File: config.mk
export PLATFORM = sky130hd
export DESIGN_NAME = thermo_encdr_flat
export DESIGN_NICKNAME = d
export VERILOG_FILES = /design/src/rtl/thermo_encdr_if.sv /design/src/rtl/thermo_encdr.sv /design/src/flat_wrapper.sv
export SDC_FILE = /design/constraint.sdc
export NUM_CORES = 1
export LEC_CHECK = 0
export ABC_AREA = 1
export BUFFER_PORTS_ARGS = -buffer_cell sky130_fd_sc_hd__buf_4
export CORE_MARGIN = 2
export CORE_UTILIZATION = 36
export CTS_BUF_LIST = sky130_fd_sc_hd__clkbuf_4
export CTS_CLUSTER_DIAMETER = 50
export DETAILED_ROUTE_END_ITERATION = 16
export PLACE_DENSITY_LB_ADDON = 0.15
export SYNTH_ARGS = -nofsm -noshare
export SYNTH_HDL_FRONTEND = slang
export SYNTH_SLANG_ARGS = --single-unit
File: constraint.sdc
create_clock -name clk -period 1.6 [get_ports clk]
set_clock_uncertainty 0.15 [all_clocks]
set_input_delay 0.48 -clock clk [delete_from_list [all_inputs] [get_ports clk]]
set_output_delay 0.48 -clock clk [all_outputs]
set_load 0.05 [all_outputs]
File: src/rtl/thermo_encdr_if.sv
// Request/result bundle for the thermometer-code encoder.
interface thermo_encdr_if #(
    parameter int N  = 15,
    parameter int CW = 4
);
    logic          start;
    logic [N-1:0]  therm_in;
    logic          busy;
    logic          done;
    logic [CW-1:0] count;
    logic          err;

    modport master (output start, therm_in, input busy, done, count, err);
    modport slave  (input start, therm_in, output busy, done, count, err);
endinterface

File: src/rtl/thermo_encdr.sv
// Bit-serial thermometer-code encoder: captures a code, scans one bit per
// clock, and reports the popcount plus a flag for non-thermometer codes.
module thermo_encdr #(
    parameter int N  = 15,
    parameter int CW = 4
) (
    input  logic           clk,
    input  logic           reset_n,
    thermo_encdr_if.slave  bus
);
    typedef enum logic {IDLE = 1'b0, SCAN = 1'b1} state_t;

    state_t        state, next_state;
    logic [N-1:0]  shadow;
    logic [CW-1:0] idx, ones, count_q;
    logic          seen_zero, err_flag, err_q, done_q;
    logic          bit_cur, last, err_nxt;
    logic [CW-1:0] ones_nxt;

    // Shadow shifts right each scan step, so the bit under test is always bit 0.
    assign bit_cur = shadow[0];
    assign last    = (idx == CW'(N - 1));

    always_ff @(posedge clk or negedge reset_n) begin
        if (!reset_n) state <= IDLE;
        else          state <= next_state;
    end

    always_comb begin
        next_state = state;
        case (state)
            IDLE:    if (bus.start) next_state = SCAN;
            SCAN:    if (last)      next_state = IDLE;
            default: next_state = IDLE;
        endcase
    end

    always_comb begin
        ones_nxt = ones + {{(CW-1){1'b0}}, bit_cur};
        err_nxt  = err_flag | (bit_cur & seen_zero);
    end

    always_ff @(posedge clk or negedge reset_n) begin
        if (!reset_n) begin
            shadow    <= '0;
            idx       <= '0;
            ones      <= '0;
            seen_zero <= 1'b0;
            err_flag  <= 1'b0;
            count_q   <= '0;
            err_q     <= 1'b0;
            done_q    <= 1'b0;
        end else begin
            done_q <= 1'b0;
            case (state)
                IDLE: if (bus.start) begin
                    shadow    <= bus.therm_in;
                    idx       <= '0;
                    ones      <= '0;
                    seen_zero <= 1'b0;
                    err_flag  <= 1'b0;
                end
                SCAN: begin
                    shadow   <= shadow >> 1;
                    idx      <= idx + 1'b1;
                    ones     <= ones_nxt;
                    err_flag <= err_nxt;
                    if (!bit_cur) seen_zero <= 1'b1;
                    if (last) begin
                        count_q <= ones_nxt;
                        err_q   <= err_nxt;
                        done_q  <= 1'b1;
                    end
                end
                default: ;
            endcase
        end
    end

    assign bus.busy  = (state == SCAN);
    assign bus.done  = done_q;
    assign bus.count = count_q;
    assign bus.err   = err_q;
endmodule

File: src/flat_wrapper.sv
// flat-port wrapper written by rule: the top's interface ports become plain ports
module thermo_encdr_flat 
#(
    parameter int N  = 15,
    parameter int CW = 4
)
  (clk, reset_n, bus_start, bus_therm_in, bus_busy, bus_done, bus_count, bus_err);
  thermo_encdr_if #(.N(N), .CW(CW)) bus_i ();
  input  logic clk;
  input  logic reset_n;
  input wire logic [$bits(bus_i.start)-1:0] bus_start;
  input wire logic [$bits(bus_i.therm_in)-1:0] bus_therm_in;
  output wire logic [$bits(bus_i.busy)-1:0] bus_busy;
  output wire logic [$bits(bus_i.done)-1:0] bus_done;
  output wire logic [$bits(bus_i.count)-1:0] bus_count;
  output wire logic [$bits(bus_i.err)-1:0] bus_err;
  assign bus_i.start = bus_start;
  assign bus_i.therm_in = bus_therm_in;
  assign bus_busy = bus_i.busy;
  assign bus_done = bus_i.done;
  assign bus_count = bus_i.count;
  assign bus_err = bus_i.err;
  thermo_encdr #(.N(N), .CW(CW)) u_core (.clk(clk), .reset_n(reset_n), .bus(bus_i));
endmodule
Word-level counts from Yosys, hierarchy flattened
Index checks and enable logic that the tools add are counted.
- register bits after elaboration: 32
- input bits: 18
- output and inout port bits: 7
- word-level logic and storage cells: 33
- add/sub/neg operators: 2
- equal/unequal tests: 3
- muxes and demuxes: 14
- bitwise operators: 3
- reductions and logical operators: 2
- operators with widths (kind ; number):
    $pmux W15 S2 ; 1
    $pmux W4 S2 ; 2
    $mux W15 ; 1
    $mux W1 ; 6
    $pmux W1 S2 ; 3
    $add A4 B1 Y4 ; 1
    $add A4 B1 Y4 const B ; 1
    $eq A4 B4 Y1 const B ; 1
    $mux W4 ; 1
    $ne A2 B2 Y1 const B ; 2
    $reduce_and A2 Y1 ; 2
    $and A1 B1 Y1 ; 1
    $not A1 Y1 ; 1
    $or A1 B1 Y1 ; 1

Depth between registers and ports, before layout
- depth after elaboration: 3
- mapped depth: 7
- gate-level depth less buffers: 7

Worst setup path after synthesis
No wires, ideal clock.
- path type: register to register
- from: register u_core.state (netlist: u_core.bus.busy)
- to: register u_core.err_q (netlist: u_core.bus.err)
- setup time: 0.125 ns
- arrival: 1.271 ns
- required time: 1.325 ns
- path slack: 0.054 ns
- cell stages (with the launch flop): 7
- clock period less this slack: 1.546 ns
- cells stage by stage: dfrtp_1 > buf_4 > nand2_2 > nor2_4 > inv_2 > nand2_1 > o21ai_1
- cells in the longest elaborated chain, start to end: 1
- RTL lines (element ; line ; text):
    start: declaration ; thermo_encdr.sv:13 ; state_t state, next_state;
    start signal: assignment ; thermo_encdr.sv:26 ; else state <= next_state;
    $reduce_and A2 Y1 (no source line) ; -- ;
    end signal: assignment ; thermo_encdr.sv:71 ; err_q <= err_nxt;
    end: declaration ; thermo_encdr.sv:16 ; logic seen_zero, err_flag, err_q, done_q;
Every way passes these cells.
A chain may end at the register's enable or synchronous reset.

Worst setup path after layout
- from: register u_core.state (netlist: u_core.bus.busy)
- to: output port bus_busy
- RTL lines (element ; line ; text):
    end: declaration ; flat_wrapper.sv:13 ; output wire logic [$bits(bus_i.busy)-1:0] bus_busy;
No word-level cell between the ends.

==> out/qor.yml <==
clk_pin_slew_ps: 100
dr.pass1.iters: 4
wl_met2_um: 1180
ys_top_cells_by_area: "dfrtp_1 57%, nand2_1 18%, nand3_1 6.4%"
drt-met1-wl_um: 1310
nets: 213
antenna_found_initial: 0
clock_sinks: 32
rsz0062_at_grt: "false"
min_path_type: "primary input to flop"
grt_overflow_total: 0
cp_slowest_cell: "dfrtp_2"
power_mw: 3.27
die_w_um: 66.4
highest_layer: "met4"
ctsRootBufferMaster: "clkbuf_4"
place.gp.congestion: 0.759
drtIter0Drc: 35
cp-end-kind: "output pin"
slowest_delay_ps: 410
crit_start: "u_core.bus.busy"
criticalPathCategory: "flop to output pin"
r2r-end: "u_core.ones[1]"
slew_viol_final: 0
port_buffers: 24
wl_um: 2680
area_growth_pct: 25.2
fillCellCount: 387
ys_async_sr_fraction_pct: 100
finalSetupViolCount: 0
placeableCoreArea_um2: 3690
via_count: 1103
clock_latency_ps: 340
wl_met3_um: 140
seq_area_frac_synth_pct: 57.1
crit_family: "flip-flops"
hold_viol_final: 0
grt_max_degree: 33
die_h_um: 66.4
ys_warn_count: 0
path_buf_inv: 1
path_cells: "buf_4"
fmax_mhz: 641
power_density_nw_per_um2: 1860
syn_avg_cell_area_um2: 8.87
grt_pass1_wl_um: 4640
r2r_cells: 3
antennaDiodeCount: 0
wl_per_cell_um: 11.2
hp-start: "bus_therm_in[14]"
syn-num-nets: 180
synth_edf_count: 0
grt_usage_pct: 14.2
crit_fanout: 2
synth_common_cells: "69 x nand2_1, 32 x dfrtp_1, 18 x nand3_1"
crit_end: "bus_busy"
synth_seq_cells: 32
cp-start-kind: "flop"
numCtsBuffers: 5
finalSetupTns_ps: 0
path_depth: 1
ff2ff_setup_slack_ps: 170
layout_min_cycle_time_ps: 1560
clockBufferDepth: 2
tightestPinTransition_ps: 415
viasPerCell: 4.60
syn_inst: 158
r2r_start: "u_core.shadow[0]"
rows: 22
dpl.hpwl_um: 1780
grt_pass1_vias: 1026
ant_nets: 0
synth_area_leader_cell: "dfrtp_1"
die_area_um2: 4410
htree_levels: 2
status: "finished, final reports clean"
ir_drop_uv: 678
drc: 0
cts_tree: "yes"
cp.arrival_ps: 930
synth_top_area_share_pct: 57.1
synthFlopType: "dfrtp_1"
initial_core_util_pct: 38.0
synth_most_common_cell: "nand2_1"
cap_violations: 0
drive_above_1_share_pct: 22.9
maxSlewHeadroom_pct: 72.3
finalCritPeriodShare_pct: 97.5
io_pins: 25
yosys.cell_types.count: 20
syn_area_um2: 1400
final_util_pct: 47.6
power.leakage_nw: 0.902
whs_ps: 183
required_ps: 970
[worst register-to-register path, stage by stage (launching register included)]
cell	delay, ps
dfrtp_1	420
ha_1	220
ha_1	300
a22o_1	240
[sequential cells by signal, summed over array words and instances (netlist names)]
name,flops
u_core.bus.busy,1
u_core.bus.done,1
u_core.idx,4
u_core.bus.err,1
u_core.seen_zero,1
u_core.err_flag,1
u_core.bus.count,4
u_core.shadow,15
u_core.ones,4
[placed cells by master, fill, tap and decap left out, drive strengths merged, types with 2 or more instances in the layout]
| cell type | n |
|---|---|
| o21ai | 6 |
| a21oi | 3 |
| nor2 | 6 |
| inv | 7 |
| nand2 | 70 |
| nand4 | 2 |
| dfrtp | 32 |
| buf | 31 |
| a22o | 2 |
| nand3 | 18 |
| clkbuf | 5 |
| clkinv | 2 |
| ha | 4 |
[timing repair]
action	in CTS	in global routing
endpoints found under the setup margin	1	3
buffers inserted	1	3
hold endpoints to repair	32	0
hold buffers	1	0
cloned	0	0
resized for setup	1	0
[layer usage]
metal	up-vias	track usage (%)
met2	26	21.8
met1	501	18.0
met5	-	0
li1	569	-
met4	0	8.42
met3	7	3.75
[where the power goes]
group	leakage [nW]	switching [mW]	internal [mW]	total, mW
registers	0.403	0.203	1.13	1.33
clock network	0.0403	0.287	0.319	0.606
logic	0.458	0.803	0.530	1.33
total	0.902	1.29	1.98	3.27
[stage by stage]
step / setup WS, ps / std cells / cell area [um^2]
after floorplan: 54.4 / 158 / 1400
after global placement: 200 / 227 / 1640
after detailed placement: 185 / 227 / 1640
after CTS: 24.6 / 237 / 1730
after global routing: 0.652 / 240 / 1750
final: 39.4 / 240 / 1750
[cell families (layout without fill, tap and decap cells)]
kind of cell,count (synthesis),in the layout,share of synthesized area [%]
buffers and inverters,13,47,4.64
xor gates and xnor gates,1,1,0.625
DFF,32,32,57.1
AOI/OAI and AO/OA,11,11,4.46
and+or+nand+nor,97,97,29.6
adders and majority gates,4,4,3.57
[cell type report]
cell class              instances  area (um^2)  share of cell area (%)
clock buffers                   5         37.5                    2.14
clock inverters                 3         37.5                    2.14
inverters                       7         26.3                    1.50
multi-input cells             113          536                    30.5
flip-flops and latches         32          802                    45.7
well taps                      48         60.1                    3.42
repair buffers                 32          255                    14.6
[worst min path at each step]
stage                             end  slack [ps]  depth (start not counted)
floorplan             u_core.bus.busy          30                          0
global route        u_core.shadow[14]         160                          3
global placement        u_core.idx[3]         290                          1
finish              u_core.shadow[14]         180                          3
CTS                 u_core.shadow[14]         170                          3
detailed placement      u_core.idx[3]         290                          1
(Power assumes the default switching activity.)
